File: src/rtl/sprite_rom_arbiter_if.sv
`default_nettype none
// ============================================================================
//  Module   : sprite_rom_arbiter_if
//  Purpose  : Requester / ROM-bank bus bundle for the sprite ROM arbiter.
//  Revision : 1.0 - initial release
// ============================================================================
interface sprite_rom_arbiter_if #(
  parameter int N_REQ  = 4,
  parameter int ADDR_W = 19,
  parameter int SEL_W  = 5
);
  logic                    hold;
  logic [N_REQ-1:0]        req;
  logic [N_REQ*ADDR_W-1:0] req_addr;
  logic [N_REQ*SEL_W-1:0]  req_sel;
  logic [N_REQ-1:0]        gnt;
  logic [ADDR_W-1:0]       rom_addr;
  logic [SEL_W-1:0]        rom_sel;
  logic                    rom_data;
  logic [N_REQ-1:0]        rsp_valid;
  logic                    rsp_data;
  logic                    busy;

  // Draw engines plus ROM bank side
  modport master (
    output hold, req, req_addr, req_sel, rom_data,
    input  gnt, rom_addr, rom_sel, rsp_valid, rsp_data, busy
  );

  // Arbiter side
  modport slave (
    input  hold, req, req_addr, req_sel, rom_data,
    output gnt, rom_addr, rom_sel, rsp_valid, rsp_data, busy
  );
endinterface
`default_nettype wire

File: src/rtl/sprite_rom_arbiter.sv
`default_nettype none
// ============================================================================
//  Module   : sprite_rom_arbiter
//  Purpose  : Round-robin sharing of one 1-bit sprite ROM read port among
//             N_REQ draw engines, with a fixed two-cycle response pipeline.
//  Revision : 1.0 - initial release
// ============================================================================
module sprite_rom_arbiter #(
  parameter int N_REQ  = 4,
  parameter int ADDR_W = 19,
  parameter int SEL_W  = 5
) (
  input  wire logic Clk,
  input  wire logic Reset,
  sprite_rom_arbiter_if.slave bus
);

  localparam int c_ptr_w = (N_REQ > 1) ? $clog2(N_REQ) : 1;
  localparam int c_idx_w = c_ptr_w + 1;
  localparam logic [c_idx_w-1:0] c_n_req  = c_idx_w'(N_REQ);
  localparam logic [c_ptr_w-1:0] c_last_id = c_ptr_w'(N_REQ - 1);

  logic [c_ptr_w-1:0] r_ptr;
  logic [ADDR_W-1:0]  r_rom_addr;
  logic [SEL_W-1:0]   r_rom_sel;
  logic               r_s1_vld;
  logic [c_ptr_w-1:0] r_s1_id;
  logic               r_s2_vld;
  logic [c_ptr_w-1:0] r_s2_id;

  logic [ADDR_W-1:0]  w_addr_arr [N_REQ];
  logic [SEL_W-1:0]   w_sel_arr  [N_REQ];
  logic [c_idx_w-1:0] w_idx;
  logic               w_found;
  logic [c_ptr_w-1:0] w_win_id;
  logic               w_grant_en;
  logic [N_REQ-1:0]   w_gnt;
  logic [c_ptr_w-1:0] w_ptr_next;
  logic [N_REQ-1:0]   w_rsp_valid;

  for (genvar gi = 0; gi < N_REQ; gi++) begin : g_unpack
    assign w_addr_arr[gi] = bus.req_addr[gi*ADDR_W +: ADDR_W];
    assign w_sel_arr[gi]  = bus.req_sel[gi*SEL_W +: SEL_W];
  end

  // Rotating priority search starting at r_ptr, wrapping past N_REQ-1
  always_comb begin
    w_idx    = '0;
    w_found  = 1'b0;
    w_win_id = '0;
    for (int k = 0; k < N_REQ; k++) begin
      w_idx = {1'b0, r_ptr} + c_idx_w'(k);
      if (w_idx >= c_n_req) begin
        w_idx = w_idx - c_n_req;
      end
      if (!w_found && bus.req[w_idx[c_ptr_w-1:0]]) begin
        w_found  = 1'b1;
        w_win_id = w_idx[c_ptr_w-1:0];
      end
    end
  end

  assign w_grant_en = !Reset && !bus.hold && w_found;

  always_comb begin
    w_gnt = '0;
    if (w_grant_en) begin
      w_gnt[w_win_id] = 1'b1;
    end
  end

  assign w_ptr_next = (w_win_id == c_last_id) ? '0 : w_win_id + 1'b1;

  always_ff @(posedge Clk) begin
    if (Reset) begin
      r_ptr      <= '0;
      r_rom_addr <= '0;
      r_rom_sel  <= '0;
      r_s1_vld   <= 1'b0;
      r_s1_id    <= '0;
      r_s2_vld   <= 1'b0;
      r_s2_id    <= '0;
    end else begin
      r_s1_vld <= w_grant_en;
      if (w_grant_en) begin
        r_ptr      <= w_ptr_next;
        r_rom_addr <= w_addr_arr[w_win_id];
        r_rom_sel  <= w_sel_arr[w_win_id];
        r_s1_id    <= w_win_id;
      end
      // Stage 2 lines up with the ROM's own output register
      r_s2_vld <= r_s1_vld;
      r_s2_id  <= r_s1_id;
    end
  end

  always_comb begin
    w_rsp_valid = '0;
    if (r_s2_vld) begin
      w_rsp_valid[r_s2_id] = 1'b1;
    end
  end

  assign bus.gnt       = w_gnt;
  assign bus.rom_addr  = r_rom_addr;
  assign bus.rom_sel   = r_rom_sel;
  assign bus.rsp_valid = w_rsp_valid;
  assign bus.rsp_data  = bus.rom_data & r_s2_vld;
  assign bus.busy      = r_s1_vld | r_s2_vld;

endmodule
`default_nettype wire

File: src/flat_wrapper.sv
// flat-port wrapper written by rule: the top's interface ports become plain ports
module sprite_rom_arbiter_flat 
#(
  parameter int N_REQ  = 4,
  parameter int ADDR_W = 19,
  parameter int SEL_W  = 5
)
  (Clk, Reset, bus_hold, bus_req, bus_req_addr, bus_req_sel, bus_rom_data, bus_gnt, bus_rom_addr, bus_rom_sel, bus_rsp_valid, bus_rsp_data, bus_busy);
  sprite_rom_arbiter_if #(.N_REQ(N_REQ), .ADDR_W(ADDR_W), .SEL_W(SEL_W)) bus_i ();
  input  wire logic Clk;
  input  wire logic Reset;
  input wire logic [$bits(bus_i.hold)-1:0] bus_hold;
  input wire logic [$bits(bus_i.req)-1:0] bus_req;
  input wire logic [$bits(bus_i.req_addr)-1:0] bus_req_addr;
  input wire logic [$bits(bus_i.req_sel)-1:0] bus_req_sel;
  input wire logic [$bits(bus_i.rom_data)-1:0] bus_rom_data;
  output wire logic [$bits(bus_i.gnt)-1:0] bus_gnt;
  output wire logic [$bits(bus_i.rom_addr)-1:0] bus_rom_addr;
  output wire logic [$bits(bus_i.rom_sel)-1:0] bus_rom_sel;
  output wire logic [$bits(bus_i.rsp_valid)-1:0] bus_rsp_valid;
  output wire logic [$bits(bus_i.rsp_data)-1:0] bus_rsp_data;
  output wire logic [$bits(bus_i.busy)-1:0] bus_busy;
  assign bus_i.hold = bus_hold;
  assign bus_i.req = bus_req;
  assign bus_i.req_addr = bus_req_addr;
  assign bus_i.req_sel = bus_req_sel;
  assign bus_i.rom_data = bus_rom_data;
  assign bus_gnt = bus_i.gnt;
  assign bus_rom_addr = bus_i.rom_addr;
  assign bus_rom_sel = bus_i.rom_sel;
  assign bus_rsp_valid = bus_i.rsp_valid;
  assign bus_rsp_data = bus_i.rsp_data;
  assign bus_busy = bus_i.busy;
  sprite_rom_arbiter #(.N_REQ(N_REQ), .ADDR_W(ADDR_W), .SEL_W(SEL_W)) u_core (.Clk(Clk), .Reset(Reset), .bus(bus_i));
endmodule
File: config.mk
export PLATFORM = sky130hd
export DESIGN_NAME = sprite_rom_arbiter_flat
export DESIGN_NICKNAME = d
export VERILOG_FILES = /design/src/rtl/sprite_rom_arbiter_if.sv /design/src/rtl/sprite_rom_arbiter.sv /design/src/flat_wrapper.sv
export SDC_FILE = /design/constraint.sdc
export NUM_CORES = 1
export LEC_CHECK = 0
export CAP_MARGIN = 20
export CORE_MARGIN = 2
export CORE_UTILIZATION = 35
export CTS_CLUSTER_DIAMETER = 120
export DETAILED_ROUTE_END_ITERATION = 16
export GPL_TIMING_DRIVEN = 1
export HOLD_SLACK_MARGIN = 0.06
export PLACE_DENSITY_LB_ADDON = 0.15
export SKIP_LAST_GASP = 1
export SYNTH_ARGS = -nofsm -noshare
export SYNTH_HDL_FRONTEND = slang
export SYNTH_SLANG_ARGS = --single-unit
File: constraint.sdc
create_clock -name Clk -period 1.8 [get_ports Clk]
set_input_delay 0.27 -clock Clk [delete_from_list [all_inputs] [get_ports Clk]]
set_output_delay 0.27 -clock Clk [all_outputs]
set_load 0.02 [all_outputs]
==> metrics.md <==
| Metric | Value |
|---|---|
| Maximum clock frequency | `545 MHz` |
| Deepest level of the CTS H-tree | `2` |
| Number of buffers created by CTS | `5` |
| Post-placement worst setup slack | `-687 ps` |
| Core area | `5510 µm²` |
| Largest clock skew in the final design | `3.30 ps` |
| Diode count | `0` |
| Maximum number of pins on one net before global-route repair | `30` |
| Worst setup path category | `input port to output pin` |
| Layout Nets | `435` |
| Post-route setup TNS | `-35.9 ps` |
| Worst reg-to-reg setup slack | `90 ps` |
| Gate count after technology mapping | `181` |
| Syn Area/Cell | `11.0 µm²` |
| Final setup fails | `1` |
| Power density normalized to cell area | `712 nW/µm²` |
| Post-placement cell area | `3430 µm²` |
| Maximum cell stage delay along the critical path | `340 ps` |
| Wire length of the first global-routing pass | `8630 µm` |
| Critical Path RT | `1530 ps` |
| # hold bufs at CTS | `0` |
| Maximum count of clock buffers along a single path | `2` |
| Startpoint type of the worst setup path | `input port` |
| Drt pass-1 iters | `4` |
| Cell with the largest stage delay on the worst path | `sky130_fd_sc_hd__a211oi_4` |
| Y dimension of the die | `79.3 µm` |
| Clock insertion delay at the later pin of the skew report | `270 ps` |
| Number of distinct library cells after synthesis | `33` |
| Antenna violation net count after detailed routing | `0` |
| Count of cells along the worst hold path | `1` |
| Slew at the pin closest to its max-slew limit | `396 ps` |
| Fraction of registers with async set or reset after synthesis | `0%` |
| Clock transition at the registers of the reported paths | `60 ps` |
| Arr. time, crit path | `1570 ps` |
| Total die area | `6300 µm²` |
| Hold path startpoint | `u_core.r_s1_vld$_SDFF_PP0_` |
| Reg-to-reg endpoint | `u_core.bus.rom_addr[9]$_SDFFE_PP0P_` |
| Most common flop cell mapped by yosys | `sky130_fd_sc_hd__dfxtp_1` |
| Cell type with the highest occurrence count on the critical path | `sky130_fd_sc_hd__buf_4` |
| Synthesized flop and latch total | `32` |
| Max-cap viol count | `0` |
| Cell total after placement | `395` |
| Worst path setup slack after routing | `-35.9 ps` |
| Max rail drop VDD | `0.000329 V` |
| DR iter-0 viols | `33` |
| Sequential area share after synthesis | `32.2%` |
| Via count of the first global-routing pass | `1907` |
| # DRC | `0` |
| Violated checks | `setup timing` |
| Largest fanout on the critical path | `3` |
| Finished Core Util | `65.4%` |
| Vias per inst | `4.73` |
| Post-synthesis cell area | `1990 µm²` |
| IO Port Bufs | `137` |
| RSZ-0062 raised after global routing | `yes` |
| Worst hold slack across all endpoints | `454 ps` |
| Cells on worst reg2reg path | `6` |
| Syn-to-layout area delta | `81.2%` |
| Power consumption | `2.56 mW` |
| Commonest non-fill, non-tap cells in the layout | `sky130_fd_sc_hd__clkdlybuf4s50_1, sky130_fd_sc_hd__mux2i_1, sky130_fd_sc_hd__dfxtp_1` |
| Effective utilization at floorplan | `36.1%` |
| CTS root buffer | `sky130_fd_sc_hd__clkbuf_8` |
| Global placer's final weighted congestion | `0.760` |
| Leakage power total | `1.59 nW` |
| Routed wirelength normalized by instance count | `13.9 µm` |
| Count of yosys warnings during synthesis | `0` |
| Nets in the synthesized netlist | `286` |
| Global-route congestion overflow total | `0` |
| End of the worst hold path | `u_core.r_s2_vld$_SDFF_PP0_` |
| Total routed wirelength | `5610 µm` |
| Clk sink count | `32` |
| Total routing resource utilization after global routing | `17.5%` |
| Share of layout cells above drive strength 1 | `20.8%` |
| Antenna violations before repair | `0` |
| Path type of the worst min-delay path | `flip-flop to flip-flop` |
| Number of max-slew violations in the final report | `0` |
| Std cell rows | `27` |
| Horizontal die dimension | `79.3 µm` |
| Type of destination of the critical path | `output pin` |
| Most common library cell in the layout ignoring fill and taps | `sky130_fd_sc_hd__clkdlybuf4s50_1` |
| Post-detail-place hpwl | `4460 µm` |
| Design Area, Final | `3600 µm²` |
| FF-to-FF Start | `u_core.r_ptr[0]$_SDFFE_PP0P_` |
| I/O pin cnt | `138` |
| Status | `complete, but fails checks` |
| Detailed-route via count | `1907` |
| Count of flip-flops with a built-in enable after synthesis | `0` |
| Final hold violation count | `0` |
| Post-layout minimum cycle time | `1840 ps` |
| Chain of cells forming the critical path | `dlygate4sd2_1 -> inv_2 -> o22ai_2 -> a211oi_4 -> buf_4 -> nand2_4 -> nor2_1 -> buf_4` |
| # fillers | `481` |
| CTS tree | `done` |
| Final non-filler cell total | `403` |
| Final period util | `102%` |
| Max-slew headroom at the worst pin | `73.6%` |
==> worst max path at each step <==
stage / from / to / depth (start not counted)
after floorplan: u_core.r_ptr[0]$_SDFFE_PP0P_ / bus_gnt[0] / 7
after global routing: bus_req[0] / bus_gnt[1] / 8
after detailed placement: bus_req[1] / bus_gnt[1] / 8
after global placement: bus_req[1] / bus_gnt[1] / 8
after CTS: bus_req[1] / bus_gnt[1] / 8
final: bus_req[0] / bus_gnt[1] / 8
==> routing by layer <==
metal	routed length, µm	share of wire [%]	global-route usage (%)
met1	2230	40	19.0
met2	2770	49	31.6
met3	581	10	7.50
met4	29	0.52	3.62
met5	0	0	0
==> registers in the layout (all words and copies together) (netlist names) <==
register and cells:
u_core.bus.rom_addr 19, u_core.bus.rom_sel 5, u_core.r_ptr 2, u_core.r_s1_id 2
u_core.r_s2_id 2, u_core.r_s1_vld 1, u_core.r_s2_vld 1
==> kinds of logic (layout without fill, tap and decap cells) <==
kind of cell,count (synthesis),after routing,share of synthesized area (%)
flip-flops,32,32,32.2
AO/OA/AOI/OAI,33,33,20.7
multiplexers,50,50,25.3
adder cells (fa/ha/maj),1,1,0.630
AND/OR/NAND/NOR,47,47,11.4
buffers and inverters,18,168,9.76
==> area by class of cell <==
class | count | area [µm²] | share of cell area [%]
Clock inverter | 1 | 30.0 | 0.834
Sequential cell | 32 | 646 | 17.9
Timing Repair Buffer | 156 | 1520 | 42.2
Tap cell | 72 | 90.1 | 2.50
Multi-Input combinational cell | 131 | 1200 | 33.4
Inverter | 4 | 17.5 | 0.486
Clock buffer | 7 | 96.3 | 2.68
==> critical path, delay by kind of cell <==
| kind | cells | cell delay [ps] |
|---|---|---|
| simple gates | 2 | 130 |
| buf+inv | 4 | 740 |
| compound gates | 2 | 430 |
==> cells in the mapped netlist (2+ instances only) <==
cell,number,area [µm²]
sky130_fd_sc_hd__nor2_2,2,12.5
sky130_fd_sc_hd__and2_1,2,12.5
sky130_fd_sc_hd__nor2_1,4,15.0
sky130_fd_sc_hd__buf_6,3,33.8
sky130_fd_sc_hd__mux2_2,2,22.5
sky130_fd_sc_hd__buf_4,2,15.0
sky130_fd_sc_hd__dfxtp_1,32,641
sky130_fd_sc_hd__buf_8,4,60.1
sky130_fd_sc_hd__o221ai_2,17,255
sky130_fd_sc_hd__a21oi_1,2,10.0
sky130_fd_sc_hd__buf_12,3,60.1
sky130_fd_sc_hd__o221ai_1,7,61.3
sky130_fd_sc_hd__nand2b_1,3,18.8
sky130_fd_sc_hd__inv_1,3,11.3
sky130_fd_sc_hd__nor2b_1,3,18.8
sky130_fd_sc_hd__clkbuf_1,2,7.51
sky130_fd_sc_hd__mux2i_1,48,480
sky130_fd_sc_hd__nand2_1,27,101
==> what timing repair did <==
action                                  in CTS  in global routing
pin swaps                                    0                  4
resized for setup                           32                  8
endpoints found under the setup margin      29                 15
setup buffers                                1                  0
cloned                                       0                  0
==> report_power, final <==
| part | internal (mW) | switching, mW | total, mW |
|---|---|---|---|
| clock network | 0.488 | 0.252 | 0.740 |
| registers | 0.793 | 0.0425 | 0.835 |
| logic | 0.565 | 0.422 | 0.987 |
| total | 1.85 | 0.717 | 2.56 |
(Power assumes the default switching activity.)
